===== src/rtl/rom_stream_reader.sv =====
// Burst reader: streams consecutive words from a combinational ROM into a 2-entry output FIFO.
// Optional feature: define ROM_READER_CHECKSUM_EN to add the per-burst XOR checksum output.
module rom_stream_reader #(
   parameter int ADDRESS_WIDTH = 32,
   parameter int DATA_WIDTH    = 32,
   parameter int DEPTH         = 64,
   parameter int LEN_WIDTH     = 7
) (
   input  logic                     clk,
   input  logic                     rst_n,
   input  logic                     start,
   input  logic [ADDRESS_WIDTH-1:0] base_addr,
   input  logic [LEN_WIDTH-1:0]     length,
   output logic [ADDRESS_WIDTH-1:0] rom_addr,
   input  logic [DATA_WIDTH-1:0]    rom_data,
   output logic [DATA_WIDTH-1:0]    out_data,
   output logic                     out_valid,
   input  logic                     out_ready,
   output logic                     busy,
   output logic                     done,
   output logic                     err
`ifdef ROM_READER_CHECKSUM_EN
   ,
   output logic [DATA_WIDTH-1:0]    checksum
`endif
);

   localparam int AW1 = ADDRESS_WIDTH + 1;

   typedef enum logic [1:0] {
      IDLE,
      FETCH,
      DRAIN,
      DONE
   } state_t;

   state_t                   state;
   logic [ADDRESS_WIDTH-1:0] addr;
   logic [LEN_WIDTH-1:0]     remaining;
   logic [DATA_WIDTH-1:0]    q0;
   logic [DATA_WIDTH-1:0]    q1;
   logic [1:0]               count;
   logic                     pop;
   logic                     push;
   logic                     bad_req;
   logic [AW1-1:0]           end_addr;

   // One bit wider than the address so a large base cannot wrap past DEPTH.
   assign end_addr = {1'b0, base_addr} + AW1'(length);
   assign bad_req  = (length == '0) || (end_addr > AW1'(DEPTH));

   assign pop  = (count != 2'd0) && out_ready;
   assign push = (state == FETCH) && ((count != 2'd2) || pop);

   assign rom_addr  = addr;
   assign out_data  = q0;
   assign out_valid = (count != 2'd0);
   assign busy      = (state != IDLE);

   always_ff @(posedge clk or negedge rst_n) begin
      if (!rst_n) begin
         state     <= IDLE;
         addr      <= '0;
         remaining <= '0;
         q0        <= '0;
         q1        <= '0;
         count     <= 2'd0;
         done      <= 1'b0;
         err       <= 1'b0;
`ifdef ROM_READER_CHECKSUM_EN
         checksum  <= '0;
`endif
      end else begin
         done <= 1'b0;
         err  <= 1'b0;

         // q0 is always the head; a pop shifts q1 forward.
         if (push && pop) begin
            if (count == 2'd1) begin
               q0 <= rom_data;
            end else begin
               q0 <= q1;
               q1 <= rom_data;
            end
         end else if (push) begin
            if (count == 2'd0) begin
               q0 <= rom_data;
            end else begin
               q1 <= rom_data;
            end
            count <= count + 2'd1;
         end else if (pop) begin
            q0    <= q1;
            count <= count - 2'd1;
         end

         unique case (state)
            IDLE: begin
               if (start) begin
                  if (bad_req) begin
                     err <= 1'b1;
                  end else begin
                     addr      <= base_addr;
                     remaining <= length;
                     state     <= FETCH;
`ifdef ROM_READER_CHECKSUM_EN
                     checksum  <= '0;
`endif
                  end
               end
            end
            FETCH: begin
               if (push) begin
                  addr      <= addr + 1'b1;
                  remaining <= remaining - 1'b1;
`ifdef ROM_READER_CHECKSUM_EN
                  checksum  <= checksum ^ rom_data;
`endif
                  if (remaining == LEN_WIDTH'(1)) begin
                     state <= DRAIN;
                  end
               end
            end
            DRAIN: begin
               if (count == 2'd0) begin
                  state <= DONE;
                  done  <= 1'b1;
               end
            end
            DONE: begin
               state <= IDLE;
            end
            default: begin
               state <= IDLE;
            end
         endcase
      end
   end

endmodule


===== config.mk =====
export PLATFORM = sky130hd
export DESIGN_NAME = rom_stream_reader
export DESIGN_NICKNAME = d
export VERILOG_FILES = /design/src/rtl/rom_stream_reader.sv
export SDC_FILE = /design/constraint.sdc
export NUM_CORES = 1
export LEC_CHECK = 0
export CELL_PAD_IN_SITES_DETAIL_PLACEMENT = 0
export CELL_PAD_IN_SITES_GLOBAL_PLACEMENT = 2
export CORE_ASPECT_RATIO = 0.6
export CORE_MARGIN = 8
export CORE_UTILIZATION = 31
export CTS_CLUSTER_DIAMETER = 150
export CTS_CLUSTER_SIZE = 10
export DETAILED_ROUTE_END_ITERATION = 8
export PLACE_DENSITY = 0.91
export RECOVER_POWER = 25
export SETUP_SLACK_MARGIN = 0.15
export SKIP_LAST_GASP = 1
export SLEW_MARGIN = 20
export SYNTH_ARGS = -nofsm -noshare
export SYNTH_HDL_FRONTEND = slang
export SYNTH_SLANG_ARGS = --single-unit

===== constraint.sdc =====
create_clock -name clk -period 3.83 [get_ports clk]
set_input_delay 1.149 -clock clk [delete_from_list [all_inputs] [get_ports clk]]
set_output_delay 1.149 -clock clk [all_outputs]
set_load 0.01 [all_outputs]

==> key figures, run 1 <==
Timing
  • Worst-margin pin slew: 1.607 ns
  • Period utilization: 103.4%
  • Post-layout min period: 3.961 ns
  • Max-slew headroom: -7.156%
  • Worst Skew: 0.01198 ns
  • Final Max Slew Viols: 60
  • Final setup fails: 21
  • Min setup slack post-route: -0.1314 ns
  • Hold WS: 0.4937 ns
  • RSZ-0062 raised after global routing: yes
  • Max Fclk: 0.2524 GHz
  • TNS Setup: -1.178 ns
  • Final hold vios: 0

Placed design
  • GPL Wtd Cong: 0.8957
  • DP Wirelength: 18380 um
  • # port buffers: 142

Clock network
  • Max clock buf depth: 2
  • Total number of H-tree levels: 3
  • CTS Root Cell: clkbuf_16
  • CTS tree: done
  • CTS buffer count: 9
  • Clock sink count: 109
  • Clock-pin transition on the worst setup and hold timing paths: 0.08 ns
  • Clk_lat worst skew: 0.35 ns

Drt
  • Residual DRC count: 0
  • DR pass1 iterations: 5
  • DR iter-0 viols: 575
  • Via count: 7003
  • Wirelength per Cell: 18.88 um
  • WL final: 24560 um
  • Vias per cell: 5.383
  • Post-DRT Antenna Nets: 0

Critical path
  • Max FO, Critical Path: 7
  • Crit. End Element: flip-flop
  • CP Data Arrival Time: 4.24 ns
  • Worst R2R Setup Slack: 0.96 ns
  • Highest-delay cell along the critical path: clkdlybuf4s50_1
  • Startpoint types: primary input
  • Worst Path Required: 4.11 ns
  • R2r worst-path depth: 8
  • Reg-to-Reg Start: rom_addr[0]
  • Setup CP Type: primary input to flip-flop
  • CP startpoint: base_addr[9]
  • Crit path top cell by count: buf_4
  • Crit-path cells: clkdlybuf4s50_1, buf_4, and4_1, nand3_1, buf_4, nor3_1, a31oi_2, a2111oi_4, buf_4, a31oi_4, buf_12, nor2_4, buf_6, mux2i_1
  • Max stage delay on crit path: 0.48 ns

Global route
  • Vias in the first global route: 6658
  • Total grt overflow: 0
  • Pin count of the biggest net entering global routing: 65
  • Initial antenna violation count: 0
  • First-pass GRT wire length: 37850 um
  • Total GRT Usage: 17.82%

Floorplan
  • Core area: 21140 sq um
  • Row count: 41
  • Die Span Y: 130.0 um
  • Starting Density: 31.78%
  • Die area: 26790 sq um
  • I/O pins: 143
  • Die X: 206.0 um

Synthesis
  • Dominant cell by count in the synthesized netlist: dfrtp_1
  • Syn_area_per_cell: 8.908 sq um
  • Syn. warnings: 0
  • Library cells used by synthesis: 68
  • Synth async-reset ratio: 100.0%
  • Post-synthesis cell count: 754
  • Post-synth EDFFs: 0
  • Main flop type after synthesis: dfrtp_1
  • Sequential area share after synthesis: 40.61%
  • Post-synth top cells: dfrtp_1, a21oi_1, nor2_1, nand2_1, o21ai_0
  • Mapped cell area: 6716 sq um
  • Post-synth top area cell: dfrtp_1
  • Syn nets: 847
  • Area contributors post-synth: dfrtp_1, a21oi_1, mux2_2, mux2i_1, nor2_1
  • Synth top area share: 40.61%
  • Yosys reg bits: 109

Power
  • Pwr/cell area: 391.3 nW/um^2
  • Static leakage: 4.494 nW
  • Maximum VDD drop: 0.0003004 V

Final layout
  • Antenna cells: 0
  • Final #Nets: 1110
  • # fillers: 2022
  • Share of cells above drive strength 1: 27.20%
  • Area Overhead vs Synth: 53.67%

Flow run
  • Max-cap violations: 1

Status
  • Failing checks: max-capacitance violations, max-slew violations, negative setup slack
  • Status: finished with violations

Min path
  • Worst Hold Launch: rom_addr[31]
  • Hold Path Cell Cnt: 1
  • Hold Crit Class: flip-flop to flip-flop
metrics by stage:
stage / cell area [sq um] / total power [mW] / worst slack, ns / utilization, % / std cells
2_1_floorplan: 6792 / 2.303 / 0.03420 / - / 754
3_3_place_gp: 9463 / 3.043 / -1.038 / 44.77 / 1263
3_5_place_dp: 9463 / 3.082 / -1.065 / 44.77 / 1263
4_1_cts: 10170 / 4.092 / 0.005112 / 48.14 / 1289
5_1_grt: 10320 / 4.297 / -0.1880 / 48.83 / 1301
6_report: 10320 / 4.039 / -0.1314 / 48.83 / 1301
power by group:
| part | switching (mW) | total (mW) | internal, mW |
|---|---|---|---|
| clock network | 0.488 | 0.954 | 0.467 |
| logic | 0.652 | 1.44 | 0.788 |
| registers | 0.169 | 1.64 | 1.48 |
| total | 1.31 | 4.04 | 2.73 |
registers in the layout, indices dropped and copies added, names as in the netlist:
name / count
state: 2
remaining: 7
done: 1
out_data: 32
q1: 32
err: 1
count: 2
rom_addr: 32
area by class of cell:
type                            instances  area (sq um)  share of cell area, %
Sequential cell                       109          2728                  26.43
Tap cell                              279         349.1                  3.382
Timing Repair Buffer                  293          2663                  25.80
Clock inverter                          7         78.83                 0.7637
Clock buffer                            9         225.2                  2.182
Inverter                               15         56.30                 0.5455
Multi-Input combinational cell        589          4222                  40.90
cell families (layout without fill, tap and decap cells):
logic type / count (synthesis) / after routing / synth area share (%)
AND/OR/NAND/NOR: 275 / 275 / 19.99
AO/OA/AOI/OAI: 216 / 216 / 20.18
flip-flops: 109 / 109 / 40.61
multiplexers: 69 / 69 / 10.92
buffers and inverters: 56 / 324 / 3.409
adder cells (fa/ha/maj): 18 / 18 / 3.465
XOR/XNOR: 11 / 11 / 1.434
critical path, delay by kind of cell:
kind	cells	cell delay, ns
AO/OA/AOI/OAI	3	0.58
buffers and inverters	6	1.38
multiplexers	1	0.17
AND/OR/NAND/NOR	4	0.95
layout by cell type (no fill, tap or decap), types with 16 or more instances in the layout:
master / synthesis / routed
nor3_1: 35 / 32
nand3_1: 39 / 31
a21oi_1: 78 / 71
nand2_1: 57 / 55
clkdlybuf4s50_1: 0 / 127
dfrtp_1: 109 / 109
nor2_1: 75 / 71
buf_6: 1 / 16
mux2_2: 33 / 32
mux2i_1: 35 / 35
buf_4: 2 / 128
o21ai_0: 45 / 36
routing by layer:
metal	track usage [%]	share of wire, %	up-vias
met5	0	0	-
met1	27.31	50	3379
met2	24.43	40	253
met3	5.396	8.8	19
met4	2.245	0.84	0
li1	-	-	3352
final timing paths:
check | end
max | remaining[1]
min | rom_addr[31]
max reg2reg | rom_addr[28]
min reg2reg | rom_addr[31]
max in group asynchronous | q1[30]
min in group asynchronous | out_data[22]
what timing repair did:
item                       CTS  global route
gates resized for setup    116            20
cloned                       0             1
pin swaps                   31            19
buffers inserted            10            11
hold buffers                 0             0
setup endpoints to repair   42            42
Note: power is estimated with default switching activity, not from simulation.
==> run 2, diff against run 1 <==
Clock period 3.83 ns to 3.9 ns, I/O delays scaled along.
==> run 2 against run 1 <==
  * Critical path type unchanged
  * Die area did not move
  * Via count fell by 1.3%
  * Sequential cell count did not move
  * Critical endpoint is now remaining[0]
  * Setup slack improved by 0.14 ns
  * Register-to-register slack improved by 0.05 ns
  * The flow finishes with violations (max-capacitance violations, max-slew violations)
  * Largest cell class unchanged
  * Largest power group unchanged
==> key figures, run 2 (synthesis results as in run 1) <==
Status
  • Status: finished with violations
  • Failing checks: max-capacitance violations, max-slew violations

Clock network
  • Clk_lat worst skew: 0.35 ns (about the same)
  • CTS Root Cell: clkbuf_16
  • Clock sink count: 109 (unchanged)
  • Clock-pin transition on the worst setup and hold timing paths: 0.08 ns (about the same)
  • CTS tree: done
  • Hold buffer count at CTS: 0 (unchanged)
  • Total number of H-tree levels: 3 (unchanged)
  • Max clock buf depth: 2 (unchanged)
  • CTS buffer count: 9 (unchanged)

Timing
  • Worst Skew: 0.01023 ns (-0.001752 ns)
  • Max-slew headroom: -1.927% (+5.2 points)
  • Period utilization: 99.72%
  • Worst-margin pin slew: 1.529 ns (-0.07845 ns)
  • Post-layout min period: 3.889 ns
  • Final setup fails: 0 (-100%)
  • Max Fclk: 0.2571 GHz
  • Final hold vios: 0 (unchanged)
  • Final Max Slew Viols: 62 (+3.3%)
  • RSZ-0062 raised after global routing: yes

Floorplan
  • Die X: 206.0 um (unchanged)
  • Core area: 21140 sq um (unchanged)
  • Die Span Y: 130.0 um (unchanged)
  • Row count: 41 (unchanged)
  • Die area: 26790 sq um (unchanged)
  • Starting Density: 31.78% (unchanged)
  • I/O pins: 143 (unchanged)

Critical path
  • Max stage delay on crit path: 0.39 ns (-0.09 ns)
  • Levels on crit path: 14 (unchanged)
  • CP Data Arrival Time: 4.11 ns (-0.13 ns)
  • Worst R2R Setup Slack: 1.01 ns (+0.05 ns)
  • Setup CP Type: primary input to flip-flop
  • CP bufs+invs: 3 (-3)
  • R2r worst-path depth: 8 (unchanged)
  • Crit-path cells: buf_8, ha_4, fa_2, a211oi_4, o21ai_2, a211o_1, o211ai_1, nand2_2, a2111oi_4, buf_4, a31oi_4, buf_12, o31ai_4, o31ai_4
  • CP delay by family, top: compound AO/OA/AOI/OAI gates
  • Crit. End Element: flip-flop
  • Crit path top cell by count: o31ai_4
  • FF-to-FF End: rom_addr[30]
  • Reg-to-Reg Start: rom_addr[11]
  • Worst Path Required: 4.12 ns (about the same)
  • Highest-delay cell along the critical path: fa_2
  • Startpoint types: primary input
  • Max FO, Critical Path: 17 (+10)

Global route
  • Total grt overflow: 0 (unchanged)
  • First-pass GRT wire length: 38750 um (+2.4%)
  • Total GRT Usage: 18.25% (+0.43 points)
  • Vias in the first global route: 6612 (-0.69%)
  • Pin count of the biggest net entering global routing: 65 (unchanged)
  • Initial antenna violation count: 1 (+1)

Placed design
  • GPL Wtd Cong: 0.9526 (+6.4%)
  • # port buffers: 142 (unchanged)
  • DP Wirelength: 17870 um (-2.8%)
  • Inst Count DP: 1230 (-2.6%)

Final layout
  • Final Util: 49.72% (+0.89 points)
  • Antenna cells: 0 (unchanged)
  • Most common cell after layout, fill and taps aside: clkdlybuf4s50_1
  • Share of cells above drive strength 1: 29.27% (+2.1 points)
  • Most frequent cells in the layout: clkdlybuf4s50_1, dfrtp_1, buf_4
  • # fillers: 2007 (-0.74%)
  • Final #Nets: 1089 (-1.9%)
  • Final Non-Filler Cells: 1280 (-1.6%)
  • Area Overhead vs Synth: 56.46%

Drt
  • Residual DRC count: 0 (unchanged)
  • Wirelength per Cell: 19.84 um (+5.1%)
  • Via count: 6914 (-1.3%)
  • DR iter-0 viols: 499 (-13%)
  • Vias per cell: 5.402 (+0.35%)
  • DR pass1 iterations: 5 (unchanged)
  • WL final: 25390 um (+3.4%)
  • Post-DRT Antenna Nets: 0 (unchanged)

Min path
  • Hold Crit Class: flip-flop to flip-flop
  • Hold endpoint: rom_addr[31]
  • Worst Hold Launch: rom_addr[31]
  • Hold Path Cell Cnt: 1 (unchanged)

Power
  • Final Power: 3.920 mW (-3.0%)
  • Reg power frac: 41.3% (+0.6 points)
  • Sw Pwr: 1.250 mW (-4.4%)
  • Maximum VDD drop: 0.0003007 V (about the same)
  • Sw Ratio: 31.90% (-0.49 points)
  • Pwr/cell area: 373.0 nW/um^2 (-4.7%)
  • Static leakage: 4.536 nW (+0.94%)
  • Clock power frac: 22.7% (-0.9 points)
  • Int Power: 2.669 mW (-2.2%)
  • Comb power frac: 36.0% (+0.4 points)

Flow run
  • Max-cap violations: 1 (unchanged)
[run 2: layer usage]
layer	part of all wire, %	up-vias	routed length [um]	track usage [%]
met1	50	3337	12820	28.64
met2	41	259	10290	24.32
met5	0	-	0	0
met3	8.5	18	2157	5.520
li1	-	3300	-	-
met4	0.50	0	126	1.996
[run 2: cell type report]
cell class	count	area, sq um	share of cell area [%]
repair buffers	271	2587	24.62
flip-flops and latches	109	2728	25.96
clock buffers	10	229.0	2.179
inverters	15	56.30	0.5358
multi-input cells	590	4506	42.87
well taps	279	349.1	3.322
clock inverters	6	53.80	0.5120
[run 2: power by group through the flow]
stage	Sequential [mW]	Clock, mW	Combinational, mW
2_1_floorplan	1.69	0	0.574
3_5_place_dp	1.64	0	1.35
3_3_place_gp	1.63	0	1.33
5_1_grt	1.67	0.979	1.54
4_1_cts	1.62	0.920	1.39
6_report	1.62	0.888	1.41
[run 2: stage by stage]
step                      setup TNS, ns  hold WS, ns  area [sq um]  setup WS [ns]
after global placement           -31.52       0.4689          9163        -0.8454
after global routing             -2.031       0.5239         10510        -0.1192
after floorplan                       0       0.4687          6761        0.08320
final                                 0       0.4890         10510        0.01100
after CTS                             0       0.4959          9963        0.02545
after detailed placement         -34.68       0.4870          9163        -0.9049
[run 2: worst max-delay path by stage]
| stage | end | slack (ns) | from |
|---|---|---|---|
| final | remaining[0] | 0.01 | length[0] |
| after global routing | remaining[0] | -0.12 | base_addr[0] |
| after CTS | rom_addr[22] | 0.03 | length[0] |
| after detailed placement | remaining[1] | -0.90 | base_addr[2] |
| after global placement | rom_addr[29] | -0.85 | base_addr[2] |
| after floorplan | remaining[0] | 0.08 | base_addr[0] |
[run 2: what timing repair did]
action / 4_1_cts / 5_1_grt
setup endpoints to repair: 42 / 42
resized for setup: 99 / 135
setup buffers: 19 / 12
gates cloned: 2 / 1
pin swaps: 26 / 63
[run 2: worst register-to-register path: cells and delay by family (launching register included)]
family | cells | cell delay [ns]
AO/OA/AOI/OAI | 2 | 0.28
AND/OR/NAND/NOR | 6 | 2.00
flip-flops | 1 | 0.48
==> run 3, diff against run 2 <==
Settings changed: CTS_CLUSTER_SIZE 10 to 14.
==> results of run 3 <==
No change in the layout: final DEF, timing and power equal those of run 2.
